[config.mk]
export PLATFORM = sky130hd
export DESIGN_NAME = timer_dev
export DESIGN_NICKNAME = d
export VERILOG_FILES = /design/src/rtl/timer_dev.sv
export SDC_FILE = /design/constraint.sdc
export NUM_CORES = 1
export LEC_CHECK = 0
export CELL_PAD_IN_SITES_DETAIL_PLACEMENT = 0
export CELL_PAD_IN_SITES_GLOBAL_PLACEMENT = 1
export CORE_MARGIN = 3
export CORE_UTILIZATION = 41
export DETAILED_ROUTE_END_ITERATION = 8
export GPL_TIMING_DRIVEN = 0
export PLACE_DENSITY_LB_ADDON = 0.1
export SKIP_LAST_GASP = 1
export SYNTH_ARGS = -nofsm -noshare
export SYNTH_HDL_FRONTEND = slang
export SYNTH_SLANG_ARGS = --single-unit
[constraint.sdc]
create_clock -name clk -period 3.2 [get_ports clk]
set_input_delay 0.48 -clock clk [delete_from_list [all_inputs] [get_ports clk]]
set_output_delay 0.48 -clock clk [all_outputs]
set_load 0.02 [all_outputs]
[src/rtl/timer_dev.sv]
// -----------------------------------------------------------------------------
// timer_dev : memory-mapped countdown timer on the peripheral bus.
//
// Register map (word offset on addr):
//   0 CTRL   : bit0 EN, bits[2:1] MODE, bit3 IM, bits[31:4] read as 0
//   1 PRESET : 32-bit reload value
//   2 COUNT  : current count, read-only
//   3 -      : reads 0, writes ignored
//
// Ports:
//   clk   - system clock, all state updates on the rising edge
//   reset - asynchronous, active-low; clears every register and the FSM
//   addr  - word offset inside the device
//   we    - write strobe, already qualified by the bridge address decode
//   wd    - write data
//   rd    - read data, combinational from addr
//   irq   - interrupt request (IM & internal expiry flag)
//
// Build option:
//   TIMER_AUTORELOAD_EN - when defined, MODE 1 reloads PRESET after every
//   expiry and produces a one-cycle irq pulse. When undefined, CTRL[2:1] is
//   hardwired to 0 and every expiry is one-shot.
//
// Counting FSM: IDLE -> LOAD -> CNT -> INT. All decisions use register values
// from before the edge, so a bus write to EN is seen by the FSM one cycle
// after the write edge.
// -----------------------------------------------------------------------------
module timer_dev (
    input  logic        clk,
    input  logic        reset,
    input  logic [1:0]  addr,
    input  logic        we,
    input  logic [31:0] wd,
    output logic [31:0] rd,
    output logic        irq
);

    localparam int DATA_W = 32;

    localparam logic [1:0] ADDR_CTRL   = 2'd0;
    localparam logic [1:0] ADDR_PRESET = 2'd1;
    localparam logic [1:0] ADDR_COUNT  = 2'd2;

    localparam logic [1:0] MODE_RELOAD = 2'd1;

    typedef enum logic [1:0] {
        S_IDLE = 2'd0,
        S_LOAD = 2'd1,
        S_CNT  = 2'd2,
        S_INT  = 2'd3
    } state_t;

    state_t state;
    state_t next_state;

    logic              ctrl_en;
    logic              ctrl_im;
    logic [1:0]        ctrl_mode;
    logic [DATA_W-1:0] preset;
    logic [DATA_W-1:0] count;
    logic              irq_flag;

    logic wr_ctrl;
    logic wr_preset;
    logic auto_reload;

    // Strobes produced by the FSM and consumed by the register process.
    logic do_load;    // copy PRESET into COUNT
    logic do_dec;     // COUNT - 1
    logic do_expire;  // COUNT <= 0, raise irq_flag
    logic do_rearm;   // auto-reload: drop irq_flag to end the pulse
    logic do_stop;    // one-shot: clear EN

    assign wr_ctrl   = we && (addr == ADDR_CTRL);
    assign wr_preset = we && (addr == ADDR_PRESET);

    // -------------------------------------------------------------------------
    // MODE field: a real register only when auto-reload is built in.
    // -------------------------------------------------------------------------
`ifdef TIMER_AUTORELOAD_EN
    logic [1:0] mode_q;

    always_ff @(posedge clk or negedge reset) begin
        if (!reset) begin
            mode_q <= 2'b00;
        end else if (wr_ctrl) begin
            mode_q <= wd[2:1];
        end
    end

    assign ctrl_mode = mode_q;
`else
    logic unused_mode_bits;

    // Write data for the MODE field is deliberately dropped.
    assign unused_mode_bits = ^wd[2:1];
    assign ctrl_mode        = 2'b00;
`endif

    // MODE 2 and 3 behave like one-shot; only MODE 1 reloads.
    assign auto_reload = (ctrl_mode == MODE_RELOAD);

    // -------------------------------------------------------------------------
    // FSM state register
    // -------------------------------------------------------------------------
    always_ff @(posedge clk or negedge reset) begin
        if (!reset) begin
            state <= S_IDLE;
        end else begin
            state <= next_state;
        end
    end

    // -------------------------------------------------------------------------
    // FSM next-state and control strobes
    // -------------------------------------------------------------------------
    always_comb begin
        next_state = state;
        do_load    = 1'b0;
        do_dec     = 1'b0;
        do_expire  = 1'b0;
        do_rearm   = 1'b0;
        do_stop    = 1'b0;

        case (state)
            S_IDLE: begin
                if (ctrl_en) begin
                    next_state = S_LOAD;
                end
            end

            S_LOAD: begin
                // Disabling during LOAD skips CNT and leaves COUNT untouched.
                if (!ctrl_en) begin
                    next_state = S_IDLE;
                end else begin
                    do_load    = 1'b1;
                    next_state = S_CNT;
                end
            end

            S_CNT: begin
                if (!ctrl_en) begin
                    next_state = S_IDLE;
                end else if (count > 32'd1) begin
                    do_dec = 1'b1;
                end else begin
                    // COUNT of 1 or 0 both expire, so PRESET=0 acts like 1
                    // and the counter can never wrap below zero.
                    do_expire  = 1'b1;
                    next_state = S_INT;
                end
            end

            S_INT: begin
                if (auto_reload) begin
                    do_rearm   = 1'b1;
                    next_state = ctrl_en ? S_LOAD : S_IDLE;
                end else begin
                    do_stop    = 1'b1;
                    next_state = S_IDLE;
                end
            end

            default: begin
                next_state = S_IDLE;
            end
        endcase
    end

    // -------------------------------------------------------------------------
    // CTRL EN / IM
    // A bus write to CTRL takes priority over the one-shot EN clear, so
    // software rewriting CTRL on the expiry edge keeps what it wrote.
    // -------------------------------------------------------------------------
    always_ff @(posedge clk or negedge reset) begin
        if (!reset) begin
            ctrl_en <= 1'b0;
            ctrl_im <= 1'b0;
        end else begin
            if (wr_ctrl) begin
                ctrl_en <= wd[0];
                ctrl_im <= wd[3];
            end else if (do_stop) begin
                ctrl_en <= 1'b0;
            end
        end
    end

    // -------------------------------------------------------------------------
    // PRESET
    // -------------------------------------------------------------------------
    always_ff @(posedge clk or negedge reset) begin
        if (!reset) begin
            preset <= '0;
        end else if (wr_preset) begin
            preset <= wd;
        end
    end

    // -------------------------------------------------------------------------
    // COUNT: only the FSM changes it; bus writes to offset 2 are dropped.
    // -------------------------------------------------------------------------
    always_ff @(posedge clk or negedge reset) begin
        if (!reset) begin
            count <= '0;
        end else if (do_load) begin
            count <= preset;
        end else if (do_dec) begin
            count <= count - 32'd1;
        end else if (do_expire) begin
            count <= '0;
        end
    end

    // -------------------------------------------------------------------------
    // Expiry flag: setting wins over a same-edge clear from a bus write.
    // -------------------------------------------------------------------------
    always_ff @(posedge clk or negedge reset) begin
        if (!reset) begin
            irq_flag <= 1'b0;
        end else if (do_expire) begin
            irq_flag <= 1'b1;
        end else if (wr_ctrl || wr_preset || do_rearm) begin
            irq_flag <= 1'b0;
        end
    end

    // -------------------------------------------------------------------------
    // Read mux and interrupt output
    // -------------------------------------------------------------------------
    always_comb begin
        rd = '0;
        case (addr)
            ADDR_CTRL:   rd = {28'd0, ctrl_im, ctrl_mode, ctrl_en};
            ADDR_PRESET: rd = preset;
            ADDR_COUNT:  rd = count;
            default:     rd = '0;
        endcase
    end

    assign irq = ctrl_im & irq_flag;

endmodule

==> results of run 1 <==
## sequential cells by signal, indices dropped and copies added (netlist names)
name / cells
preset: 32
irq_flag: 1
count: 32
ctrl_en: 1
state: 2
ctrl_im: 1
## cells by family (layout without fill, tap and decap cells)
logic type                 after synthesis  after routing  share of synthesized area
AOI/OAI and AO/OA                      113            113                      0.209
xor gates and xnor gates                 8              8                     0.0178
adders and majority gates                2              2                    0.00637
buffers and inverters                   35            121                     0.0468
DFF                                     69             69                      0.440
muxes                                   35             35                     0.0997
and+or+nand+nor                        131            131                      0.180
## report_power, final
| group | internal (mW) | switching, mW |
|---|---|---|
| logic | 0.695 | 0.772 |
| clock network | 0.539 | 0.344 |
| registers | 1.14 | 0.326 |
## layer usage
| metal | share of wire | routed length (um) | vias up | global-route usage |
|---|---|---|---|---|
| li1 | - | - | 1670 | - |
| met1 | 0.44 | 5410 | 1787 | 0.320 |
| met2 | 0.47 | 5770 | 132 | 0.368 |
| met3 | 0.071 | 871 | 17 | 0.0422 |
| met4 | 0.016 | 195 | 0 | 0.0817 |
| met5 | 0 | 0 | - | 0 |
## how the worst max path moves through the flow
stage / slack, ps / end / cells after the start
CTS: 120 / rd[0] / 7
floorplan: 690 / count[18]$_DFFE_PN0P_ / 8
finish: 130 / rd[24] / 6
global placement: -910 / preset[9]$_DFFE_PN0P_ / 1
detailed placement: -150 / rd[3] / 7
global route: 10 / rd[0] / 7
## per-stage QoR
step           instance area [sq um]  TNS (ps)  instances  setup WS (ps)
2_1_floorplan                   3930         0        393            690
3_3_place_gp                    4780    -65630        591           -910
5_1_grt                         5040         0        608           12.2
4_1_cts                         5040         0        608            122
6_report                        5040         0        608            128
3_5_place_dp                    4800     -3040        592           -154
## critical path: cells and delay by family
kind            cells  cell delay (ps)
simple gates        1              150
compound gates      1              220
buf+inv             4             1740
## layout by cell type, fill, tap and decap left out, types with 4 or more instances in the layout
cell type | netlist | routed
clkdlybuf4s50_1 | 1 | 69
dfrtp_1 | 69 | 69
mux2_2 | 33 | 33
a22o_1 | 30 | 30
nand2_1 | 30 | 30
nor2_1 | 20 | 20
o21ai_0 | 18 | 18
a22oi_1 | 15 | 15
clkbuf_1 | 17 | 13
clkbuf_8 | 2 | 12
a31oi_1 | 11 | 11
nor3_1 | 11 | 11
a21oi_1 | 11 | 11
or3_1 | 10 | 10
nand3_1 | 10 | 10
nor4_1 | 9 | 9
clkbuf_2 | 1 | 6
and3_1 | 6 | 6
o211ai_1 | 6 | 6
xnor2_1 | 6 | 6
inv_1 | 5 | 5
nand4_1 | 5 | 5
nor2b_1 | 4 | 4
buf_1 | 4 | 4
or4_1 | 4 | 4
## cell type report
cell class | count | area [sq um] | share of cell area
clock buffer | 12 | 145 | 0.0288
clock inverter | 4 | 95.1 | 0.0189
timing repair buffer | 70 | 708 | 0.140
sequential | 69 | 1730 | 0.342
multi-input combinational | 289 | 2020 | 0.400
tap | 129 | 161 | 0.0320
buffer | 30 | 173 | 0.0342
inverter | 5 | 18.8 | 0.00372
## timing repair
item                                    4_1_cts  5_1_grt
gates cloned                                  0        0
endpoints found under the setup margin       32        1
pin swaps                                     0        0
resized for setup                             6        1
hold buffers                                  0        0
==> results.cfg, run 1 <==
[power]
design_power_total_mw = 3.82
vdd_drop_max_mv = 0.301
powerDensity_mw_per_mm2 = 757
p_leak_nw = 2.00

[cts]
postCtsSetupBuffers = 0
path_clk_slew_ps = 80
cts_tree = built
root_buffer = clkbuf_8
htreeDepth = 3
clk_latency_ps = 350
clockBufferDepth = 2
cts_buffers = 9
clock-sinks = 69

[worst_hold_path]
min_path_type = input pin to asynchronous set/reset pin

[timing]
skew_ps = 9.89
fmax_ghz = 0.326
slew_headroom = 0.460
rsz0062_at_grt = false
hold_viol = 0
final.min_clock_period_ps = 3070
period_share = 0.960
hold_ws_ps = 74.1
worstMarginPinSlew_ps = 799
setup_violations = 0
maxSlewViolCount = 0

[detailed_routing]
viasPerCell = 5.93
drc = 0
via_count = 3606
drt_first_pass_iters = 5
drt-total-wl_um = 12300
first_iter_violations = 291
antenna_left = 0
wire_per_inst_um = 20.2

[floorplanning]
dieArea_sq_mm = 0.0108
dieWidth_um = 104
initial_core_util = 0.423
dieHeight_um = 104
rows = 35
core_sq_mm = 0.00928
io_pins = 70

[finish]
area_growth_pct = 28.5
fin_util = 0.543
nets = 513
diodes = 0
fillCellCount = 908
layout-drive-gt1-share = 0.152

[setup_path]
r2r_cells = 6
crit_fanout = 10
arrival_ps = 2590
crit_type = input pin to output pin
required_ps = 2720
cp_slowest_cell = clkdlybuf4s50_1
slowest_delay_ps = 610
cp-startpoint = addr[1]
path_common_cell = clkdlybuf4s50_1
crit_chain = clkdlybuf4s50_1, nor2b_1, clkbuf_1, clkbuf_2, a22o_1, clkdlybuf4s50_1
startpoint_type = input pin
reg2reg_to = count[17]$_DFFE_PN0P_
r2r_slack_ps = 230
r2r-start = count[17]$_DFFE_PN0P_
worst_setup_path_end_kind = output pin

[global_routing]
antenna_found_initial = 0
first_global_vias = 3568
grt_pass1_wl_um = 19700
grt_start_max_net_pins = 37
grt_usage = 0.232
overflow = 0

[flow_run]
maxCapViolCount = 0

[logic_synthesis]
syn_inst = 393
yosysSeqAreaShare = 0.440
synth_area_sq_mm = 0.00393
ys_types = 61
yosys_register_bits = 69
post-synth-top-area-fraction = 0.440
post-synth-top-count-cell = dfrtp_1
ys.warnings.count = 0
synth_largest_area_cell = dfrtp_1
synth_area_leaders = dfrtp_1 (44%), mux2_2 (9.5%), a22o_1 (6.7%), a22oi_1 (2.9%), nand2_1 (2.9%)
synth_async_sr_flop_share = 1.00
synth_fp_nets = 432
synth_edf_count = 0
yosys-top-cells-count = dfrtp_1 (69), mux2_2 (33), a22o_1 (30), nand2_1 (30), nor2_1 (20)
ys.flop_type = dfrtp_1
synth.avg_cell_area_sq_um = 9.99

[status]
status = finished clean

[placed_design]
dp_hpwl_um = 8500
io_buffer_count = 69
gp_congestion = 0.894
(Power assumes the default switching activity.)
==> run 2: changes to the inputs <==
--- a/config.mk
+++ b/config.mk
@@ -10,6 +10,7 @@
 export CORE_MARGIN = 3
 export CORE_UTILIZATION = 41
 export DETAILED_ROUTE_END_ITERATION = 8
+export GPL_ROUTABILITY_DRIVEN = 0
 export GPL_TIMING_DRIVEN = 0
 export PLACE_DENSITY_LB_ADDON = 0.1
 export SKIP_LAST_GASP = 1
==> results of run 2 <==
Same layout as run 1: the final DEF is identical, and so are final timing and power.
